<file path="src/rtl/top_pkg.sv">
// ============================================================================
// top_pkg : shared types and write addresses for the RSA round-trip engine
// Revision: 1.0
// ============================================================================
`default_nettype none

package top_pkg;

    typedef enum logic [2:0] {
        IDLE = 3'd0,
        ENC  = 3'd1,
        WR_C = 3'd2,
        DEC  = 3'd3,
        WR_P = 3'd4,
        DONE = 3'd5
    } state_t;

    typedef enum logic {
        OP_SQ  = 1'b0,
        OP_MUL = 1'b1
    } op_t;

    localparam logic [31:0] ADDR_C = 32'h0000_0064;
    localparam logic [31:0] ADDR_P = 32'h0000_0068;

endpackage

`default_nettype wire

</file>
<file path="src/rtl/top_modmul.sv">
// ============================================================================
// modmul : interleaved shift-add modular multiplier, r = a*b mod n, MSB first
// Revision: 1.0
// ============================================================================
`default_nettype none

module modmul
    import top_pkg::*;
#(
    parameter int W = 16
) (
    input  logic         clk,
    input  logic         reset,
    input  logic         go,
    input  logic [W-1:0] a,
    input  logic [W-1:0] b,
    input  logic [W-1:0] n,
    output logic         busy,
    output logic         done,
    output logic [W-1:0] r
);

    localparam int IW = (W > 1) ? $clog2(W) : 1;

    logic [W-1:0]  a_q;
    logic [W-1:0]  b_q;
    logic [W-1:0]  n_q;
    logic [W+1:0]  acc;
    logic [IW-1:0] cnt;

    logic          bit_b;
    logic [W+1:0]  addend;
    logic [W+1:0]  nn;
    logic [W+1:0]  prev;
    logic [W+1:0]  sum;
    logic [W+1:0]  s1;
    logic [W+1:0]  s2;

    // The go cycle already consumes the top multiplier bit from the live inputs,
    // so the result lands exactly W cycles after the pulse.
    assign bit_b  = go ? b[W-1] : b_q[cnt];
    assign addend = {2'b00, (go ? a : a_q)};
    assign nn     = {2'b00, (go ? n : n_q)};
    assign prev   = go ? '0 : acc;
    assign sum    = (prev << 1) + (bit_b ? addend : '0);
    assign s1     = (sum >= nn) ? (sum - nn) : sum;
    assign s2     = (s1 >= nn) ? (s1 - nn) : s1;
    assign r      = acc[W-1:0];

    always_ff @(posedge clk or posedge reset) begin
        if (reset) begin
            a_q  <= '0;
            b_q  <= '0;
            n_q  <= '0;
            acc  <= '0;
            cnt  <= '0;
            busy <= 1'b0;
            done <= 1'b0;
        end else begin
            done <= 1'b0;
            if (go) begin
                a_q  <= a;
                b_q  <= b;
                n_q  <= n;
                acc  <= s2;
                cnt  <= IW'(W - 2);
                busy <= 1'b1;
            end else if (busy) begin
                acc <= s2;
                if (cnt == '0) begin
                    busy <= 1'b0;
                    done <= 1'b1;
                end else begin
                    cnt <= cnt - 1'b1;
                end
            end
        end
    end

endmodule

`default_nettype wire

</file>
<file path="src/rtl/top.sv">
// ============================================================================
// top : RSA encrypt-then-decrypt sequencer writing C and P to a memory port
// Revision: 1.0
// ============================================================================
`default_nettype none

module top
    import top_pkg::*;
#(
    parameter int W      = 16,
    parameter int MOD    = 33,
    parameter int PUB_E  = 3,
    parameter int PRIV_D = 7,
    parameter int MSG    = 5
) (
    input  logic        clk,
    input  logic        reset,
    input  logic        start,
    output logic        MemWrite,
    output logic [31:0] DataAdr,
    output logic [31:0] WriteData,
    output logic        busy,
    output logic        done
);

    localparam int            IW      = (W > 1) ? $clog2(W) : 1;
    localparam logic [W-1:0]  C_ONE   = W'((MOD == 1) ? 0 : 1);
    localparam logic [W-1:0]  C_MOD   = W'(MOD);
    localparam logic [W-1:0]  C_MSG   = W'(MSG);
    localparam logic [W-1:0]  C_PUB   = W'(PUB_E);
    localparam logic [W-1:0]  C_PRIV  = W'(PRIV_D);

    state_t        state;
    op_t           op;
    logic [W-1:0]  acc;
    logic [W-1:0]  base;
    logic [W-1:0]  expo;
    logic [IW-1:0] idx;
    logic          mm_go;
    logic          start_q;

    logic          start_rise;
    logic          exp_bit;
    logic          mm_busy;
    logic          mm_done;
    logic [W-1:0]  mm_b;
    logic [W-1:0]  mm_r;

    assign start_rise = start & ~start_q;
    assign exp_bit    = expo[idx];
    assign mm_b       = (op == OP_MUL) ? base : acc;

    modmul #(.W(W)) u_modmul (
        .clk   (clk),
        .reset (reset),
        .go    (mm_go),
        .a     (acc),
        .b     (mm_b),
        .n     (C_MOD),
        .busy  (mm_busy),
        .done  (mm_done),
        .r     (mm_r)
    );

    always_ff @(posedge clk or posedge reset) begin
        if (reset) begin
            state     <= IDLE;
            op        <= OP_SQ;
            acc       <= '0;
            base      <= '0;
            expo      <= '0;
            idx       <= '0;
            mm_go     <= 1'b0;
            start_q   <= 1'b0;
            MemWrite  <= 1'b0;
            DataAdr   <= '0;
            WriteData <= '0;
            busy      <= 1'b0;
            done      <= 1'b0;
        end else begin
            start_q  <= start;
            mm_go    <= 1'b0;
            MemWrite <= 1'b0;
            case (state)
                IDLE, DONE: begin
                    if (start_rise) begin
                        state <= ENC;
                        busy  <= 1'b1;
                        done  <= 1'b0;
                        acc   <= C_ONE;
                        base  <= C_MSG;
                        expo  <= C_PUB;
                        idx   <= IW'(W - 1);
                        op    <= OP_SQ;
                        mm_go <= 1'b1;
                    end
                end
                ENC, DEC: begin
                    if (mm_done && !mm_busy) begin
                        acc <= mm_r;
                        // A set exponent bit follows its square with a multiply by the base.
                        if (op == OP_SQ && exp_bit) begin
                            op    <= OP_MUL;
                            mm_go <= 1'b1;
                        end else if (idx != '0) begin
                            idx   <= idx - 1'b1;
                            op    <= OP_SQ;
                            mm_go <= 1'b1;
                        end else begin
                            MemWrite  <= 1'b1;
                            WriteData <= 32'(mm_r);
                            if (state == ENC) begin
                                DataAdr <= ADDR_C;
                                state   <= WR_C;
                            end else begin
                                DataAdr <= ADDR_P;
                                state   <= WR_P;
                            end
                        end
                    end
                end
                WR_C: begin
                    state <= DEC;
                    base  <= acc;
                    acc   <= C_ONE;
                    expo  <= C_PRIV;
                    idx   <= IW'(W - 1);
                    op    <= OP_SQ;
                    mm_go <= 1'b1;
                end
                WR_P: begin
                    state <= DONE;
                    busy  <= 1'b0;
                    done  <= 1'b1;
                end
                default: state <= IDLE;
            endcase
        end
    end

endmodule

`default_nettype wire

</file>
<file path="config.mk">
export PLATFORM = sky130hd
export DESIGN_NAME = top
export DESIGN_NICKNAME = d
export VERILOG_FILES = /design/src/rtl/top_pkg.sv /design/src/rtl/top_modmul.sv /design/src/rtl/top.sv
export SDC_FILE = /design/constraint.sdc
export NUM_CORES = 1
export LEC_CHECK = 0
export CORE_ASPECT_RATIO = 1.2
export CORE_MARGIN = 1
export CORE_UTILIZATION = 54
export DETAILED_ROUTE_END_ITERATION = 16
export GPL_ROUTABILITY_DRIVEN = 0
export GPL_TIMING_DRIVEN = 0
export PLACE_DENSITY = 0.88
export SYNTH_ARGS = -nofsm -noshare
export SYNTH_HDL_FRONTEND = slang
export SYNTH_SLANG_ARGS = --single-unit
</file>
<file path="constraint.sdc">
create_clock -name clk -period 7.9 [get_ports clk]
set_input_delay 0.79 -clock clk [delete_from_list [all_inputs] [get_ports clk]]
set_output_delay 0.79 -clock clk [all_outputs]
set_load 0.01 [all_outputs]
</file>
==> results of run 1 <==
[state kept, by name (all words and copies together) (netlist names)]
| name | cells |
|---|---|
| u_modmul.n_q | 16 |
| acc | 16 |
| MemWrite | 1 |
| busy | 1 |
| u_modmul.a_q | 16 |
| WriteData | 16 |
| start_q | 1 |
| idx | 4 |
| DataAdr | 3 |
| expo | 2 |
| op | 1 |
| state | 3 |
| mm_go | 1 |
| done | 1 |
| u_modmul.done | 1 |
| base | 16 |
| u_modmul.busy | 1 |
| u_modmul.cnt | 4 |
| u_modmul.b_q | 16 |
| u_modmul.acc | 17 |
[synthesized netlist by cell type (4+ instances only)]
master	count	area share
nand2_1	106	0.046
o211ai_2	10	0.014
a22o_1	14	0.014
nor2b_1	40	0.029
dfrtp_1	137	0.39
mux4_2	5	0.013
o22ai_1	4	0.0029
ha_1	50	0.072
buf_4	45	0.039
o21a_1	6	0.0052
o31ai_1	5	0.0043
a21o_1	12	0.010
inv_1	38	0.016
nor2_1	58	0.025
and3_1	4	0.0029
buf_1	5	0.0021
mux2_2	48	0.062
xnor2_1	31	0.031
nor4_1	8	0.0057
a21oi_1	59	0.034
nand4_1	8	0.0057
o21ai_0	32	0.018
a211oi_1	8	0.0069
o211ai_1	13	0.011
nor4b_1	4	0.0040
or2_2	7	0.0050
xor2_1	8	0.0080
mux2i_1	18	0.021
nand2b_1	10	0.0072
nor3_1	9	0.0052
nand3_1	19	0.011
clkbuf_1	30	0.013
a31o_2	4	0.0040
o21bai_1	9	0.0077
[routing by layer]
metal,up-vias,part of all wire,global-route usage
li1,3332,-,-
met1,3530,0.38,0.3259
met2,306,0.49,0.4898
met3,115,0.058,0.06793
met4,0,0.068,0.1957
met5,-,0,0
[layout make-up]
cell class,count,area (µm²),share of cell area
clock inverter,13,135.1,0.01325
sequential,137,3430,0.3363
clock buffer,19,452.9,0.04442
multi-input combinational,697,4903,0.4809
buffer,80,508.0,0.04982
inverter,38,147.6,0.01448
tap,208,260.3,0.02552
timing repair buffer,37,360.3,0.03534
[per-stage QoR]
step	TNS (ns)	cell area (µm²)	utilization
5_1_grt	-0.2867	10200	0.6494
3_3_place_gp	-16.85	9407	0.5990
2_1_floorplan	0	8896	-
4_1_cts	0	10090	0.6426
6_report	0	10200	0.6494
3_5_place_dp	-18.43	9439	0.6011
[logic make-up (layout without fill, tap and decap cells)]
kind of cell	after synthesis	count (layout)	share of synthesized area
AO/OA/AOI/OAI	204	204	0.1629
XOR/XNOR	39	39	0.03911
adder cells (fa/ha/maj)	53	53	0.07851
buffers and inverters	122	187	0.07378
flip-flops	137	137	0.3926
multiplexers	71	71	0.09542
other	1	44	0.0004294
AND/OR/NAND/NOR	286	286	0.1573
[worst max-delay path by stage]
stage                                      from                           end  cells past startpoint
floorplan           u_modmul.cnt[0]$_DFFE_PP0P_  u_modmul.acc[13]$_DFFE_PP0P_                     32
global placement    u_modmul.cnt[0]$_DFFE_PP0P_   u_modmul.acc[8]$_DFFE_PP0P_                     32
detailed placement  u_modmul.cnt[0]$_DFFE_PP0P_   u_modmul.acc[8]$_DFFE_PP0P_                     32
CTS                 u_modmul.cnt[0]$_DFFE_PP0P_   u_modmul.acc[4]$_DFFE_PP0P_                     32
global route        u_modmul.cnt[0]$_DFFE_PP0P_   u_modmul.acc[4]$_DFFE_PP0P_                     33
finish              u_modmul.cnt[0]$_DFFE_PP0P_   u_modmul.acc[4]$_DFFE_PP0P_                     34
[worst reg2reg max path, delay by kind of cell, from the launching register on]
kind	cells	cell delay, ns
compound gates	16	2.62
xor+xnor	1	0.20
fa+ha+maj	5	1.59
buf+inv	4	0.63
flops	1	0.46
mux	3	1.36
simple gates	5	0.64
[repair_timing]
action                                  4_1_cts  5_1_grt
gates resized for setup                      11       21
endpoints found under the setup margin       17       17
cloned                                        0        0
buffers inserted                              3        8
pin swaps                                     2       17
==> flow_metrics.tcl, run 1 <==
set metrics [dict create \
    status "completed" \
    dieWidth_um 118.1 \
    worstSetupEndpointType "flip-flop" \
    critPathTopFamily "compound AO/OA/AOI/OAI gates" \
    r2r-start "u_modmul.cnt[0]$_DFFE_PP0P_" \
    setup_slack_ns 0.2612 \
    fin_nets 1064 \
    first_iter_violations 642 \
    r2r_end "u_modmul.acc[4]$_DFFE_PP0P_" \
    coreArea_um2 15700 \
    grt_usage 0.2893 \
    hold_start "u_modmul.n_q[5]$_DFF_PP0_" \
    fillers 1167 \
    path_clk_slew_ns 0.06 \
    grt_pass1_wl_mm 37.16 \
    drc_errors 0 \
    grt_overflow 0 \
    holdWs_ns 0.4594 \
    post_drt_wl_per_cell_um 19.07 \
    antenna_found_initial 0 \
    port_buffers 25 \
    cts.htree.levels 4 \
    slew_violations 0 \
    worst_setup_path_start_kind "flip-flop" \
    final_common_cell "dfrtp_1" \
    fin_crit_ns 7.639 \
    ys_seq_elements 137 \
    final_cell_mix "dfrtp_1, nand2_1, nor2_1" \
    cts_tree "yes" \
    synth_edf_count 0 \
    clk_latency_ns 0.44 \
    cp.arrival_ns 7.93 \
    yosys_warnings 0 \
    timing_hold_violations_final 0 \
    clockBufferDepth 2 \
    ant_nets 0 \
    tightest_slew_ns 1.098 \
    syn-cell-area_um2 8733 \
    clock.fmax_mhz 130.9 \
    cp_slowest_stage_delay_ns 0.53 \
    synth_cell_types 67 \
    cts_hold_buf 0 \
    synth.avg_cell_area_um2 9.566 \
    path_max_fanout 10 \
    slew_headroom 0.2586 \
    grt_max_degree 73 \
    cts_root_buf "clkbuf_16" \
    holdCritPathClass "flip-flop to flip-flop" \
    dr.pass1.iters 5 \
    vias 7283 \
    diodes 0 \
    path_class "flip-flop to flip-flop" \
    cts_buffers 17 \
    hold_depth 1 \
    yosysSeqAreaShare 0.3926 \
    cts_num_sinks 137 \
    num_rows 50 \
    final_layout_size_suffix_gt1_frac 0.1900 \
    fin_cells 1229 \
    vias_per_cell 5.926 \
    maxCapViolations 0 \
    timing.final.crit_share 0.9669 \
    die_h_um 141.3 \
    rrSetupSlack_ns 0.26 \
    finClkSkew_ns 0.009764 \
    routed_wl_mm 23.44 \
    cp_slowest_cell "mux4_2" \
    required_ns 8.19 \
    first_global_vias 7165 \
    initial_core_util 0.5562 \
    synthCells 913 \
    hpwl_mm 16.21 \
    critPathBufInv 4 \
    ff2ff_path_depth 34 \
    setup_viol 0 \
    io_pins 70 \
    die-area_um2 16690 \
    hold_end "u_modmul.n_q[5]$_DFF_PP0_" \
    async_flop_share 1.000 \
    place_ws_ns -1.126 \
    synth_ff_type "dfrtp_1" \
    dp.cells 1190 \
    area_delta_synth_final_pct 16.76 \
]
Power of run 1 is left out: the tool's default activity adds up to more than one toggle a clock period on the data nets, which glitch-free logic cannot reach.
==> run 2: changes to the inputs <==
- ABC_CLOCK_PERIOD_IN_PS: not set -> 7900
- GPL_TIMING_DRIVEN: 0 -> not set
==> run 2 against run 1 <==
First-iteration DRC count shrank 4.8%. Count of clock-buffer cells in the layout rose by 1. Global-route usage fell by 1.2 points. Worst setup slack improved by 0.0042 ns. Via count shrank 4.0%. Cell area is 4.2% lower. Die area stayed put. Critical path depth is 3 lower. Wire length is 4.4% lower. Critical endpoint is now u_modmul.acc[3]$_DFFE_PP0P_. Largest cell class unchanged.
==> flow_metrics.tcl, run 2 (synthesis gave the netlist of run 1 again) <==
set metrics [dict create \
    status "completed" \
    setup_slack_ns 0.2654 \
    path_max_fanout 17 \
    area_delta_synth_final_pct 11.89 \
    r2r-start "u_modmul.cnt[0]$_DFFE_PP0P_" \
    finClkSkew_ns 0.006390 \
    clock.fmax_mhz 131.0 \
    worst_setup_path_start_kind "flip-flop" \
    initial_core_util 0.5562 \
    cp.arrival_ns 7.95 \
    cts_tree "yes" \
    clk_latency_ns 0.43 \
    ant_nets 0 \
    drc_errors 0 \
    cts_buffers 17 \
    vias_per_cell 5.999 \
    post_drt_wl_per_cell_um 19.25 \
    r2r_end "u_modmul.acc[3]$_DFFE_PP0P_" \
    tightest_slew_ns 1.311 \
    cts_num_sinks 137 \
    cp_slowest_cell "mux4_2" \
    timing.final.crit_share 0.9664 \
    hpwl_mm 15.52 \
    grt_pass1_wl_mm 36.01 \
    final_layout_size_suffix_gt1_frac 0.1609 \
    critPathTopFamily "compound AO/OA/AOI/OAI gates" \
    first_iter_violations 611 \
    final_common_cell "dfrtp_1" \
    hold_depth 1 \
    antenna_found_initial 0 \
    io_pins 70 \
    hold_start "u_modmul.n_q[5]$_DFF_PP0_" \
    timing_hold_violations_final 0 \
    num_rows 50 \
    dr.pass1.iters 5 \
    diodes 0 \
    die_h_um 141.3 \
    path_class "flip-flop to flip-flop" \
    maxCapViolations 0 \
    port_buffers 25 \
    cts_root_buf "clkbuf_16" \
    slew_violations 0 \
    setup_viol 0 \
    place_ws_ns -0.02715 \
    cpMostUsedCell "o21ai_0" \
    cts_hold_buf 0 \
    cts.htree.levels 4 \
    vias 6989 \
    worstSetupEndpointType "flip-flop" \
    holdCritPathClass "flip-flop to flip-flop" \
    routed_wl_mm 22.42 \
    clockBufferDepth 2 \
    dieWidth_um 118.1 \
    cp_slowest_stage_delay_ns 0.54 \
    die-area_um2 16690 \
    required_ns 8.22 \
    grt_overflow 0 \
    grt_usage 0.2769 \
    hold_end "u_modmul.n_q[5]$_DFF_PP0_" \
    final_cell_mix "dfrtp_1, nand2_1, a21oi_1" \
    largest-register "u_modmul.acc" \
    fin_crit_ns 7.635 \
    first_global_vias 7040 \
    critPathBufInv 2 \
    path_clk_slew_ns 0.06 \
    ff2ff_path_depth 31 \
    grt_max_degree 81 \
    largest_register_ff_count 17 \
    slew_headroom 0.1143 \
    coreArea_um2 15700 \
    fin_nets 1000 \
    final_core_util 0.6223 \
    rrSetupSlack_ns 0.27 \
]
==> run 2: cell types whose count changed in the layout (fill, tap and decap cells not counted), sizes merged <==
cell,before,now
clkinv,4,3
inv,43,42
clkbuf,45,20
bufinv,1,2
buf,66,28
==> run 2: worst max path at each step <==
stage	from	to	slack, ns	cells past startpoint
after floorplan	u_modmul.cnt[0]$_DFFE_PP0P_	u_modmul.acc[13]$_DFFE_PP0P_	0.01	32
after global placement	u_modmul.cnt[0]$_DFFE_PP0P_	u_modmul.acc[3]$_DFFE_PP0P_	0.21	28
after detailed placement	u_modmul.cnt[0]$_DFFE_PP0P_	u_modmul.acc[3]$_DFFE_PP0P_	-0.03	28
after CTS	u_modmul.cnt[0]$_DFFE_PP0P_	u_modmul.acc[3]$_DFFE_PP0P_	0.04	31
after global routing	u_modmul.cnt[0]$_DFFE_PP0P_	u_modmul.acc[3]$_DFFE_PP0P_	-0.10	31
final	u_modmul.cnt[0]$_DFFE_PP0P_	u_modmul.acc[3]$_DFFE_PP0P_	0.27	31
==> run 2: per-stage QoR <==
step / hold slack (ns) / setup TNS, ns / cell area [µm²] / std cells
5_1_grt: 0.4981 / -0.8388 / 9772 / 1165
3_3_place_gp: 0.4490 / 0 / 9110 / 1131
3_5_place_dp: 0.4530 / -0.1072 / 9110 / 1131
4_1_cts: 0.4767 / 0 / 9714 / 1163
6_report: 0.4926 / 0 / 9772 / 1165
2_1_floorplan: 0.4233 / 0 / 8896 / 956
==> run 2: cell type report <==
cell class | count | area [µm²]
Multi-Input combinational cell | 697 | 4873
Timing Repair Buffer | 53 | 464.2
Fill cell | 1142 | 5931
Inverter | 38 | 147.6
Clock inverter | 12 | 138.9
Clock buffer | 20 | 456.7
Sequential cell | 137 | 3431
Tap cell | 208 | 260.3
==> run 2: routing by layer <==
| metal | up-vias | track usage | part of all wire |
|---|---|---|---|
| met4 | 0 | 0.1768 | 0.064 |
| met1 | 3392 | 0.3218 | 0.39 |
| met3 | 102 | 0.05868 | 0.054 |
| met2 | 285 | 0.4669 | 0.49 |
| met5 | - | 0 | 0 |
| li1 | 3210 | - | - |
==> run 2: repair_timing <==
action | in CTS | in global routing
setup buffers | 0 | 2
setup endpoints to repair | 14 | 17
pin swaps | 0 | 2
gates cloned | 0 | 0
gates resized for setup | 2 | 11
Power of run 2 is left out for the same reason.
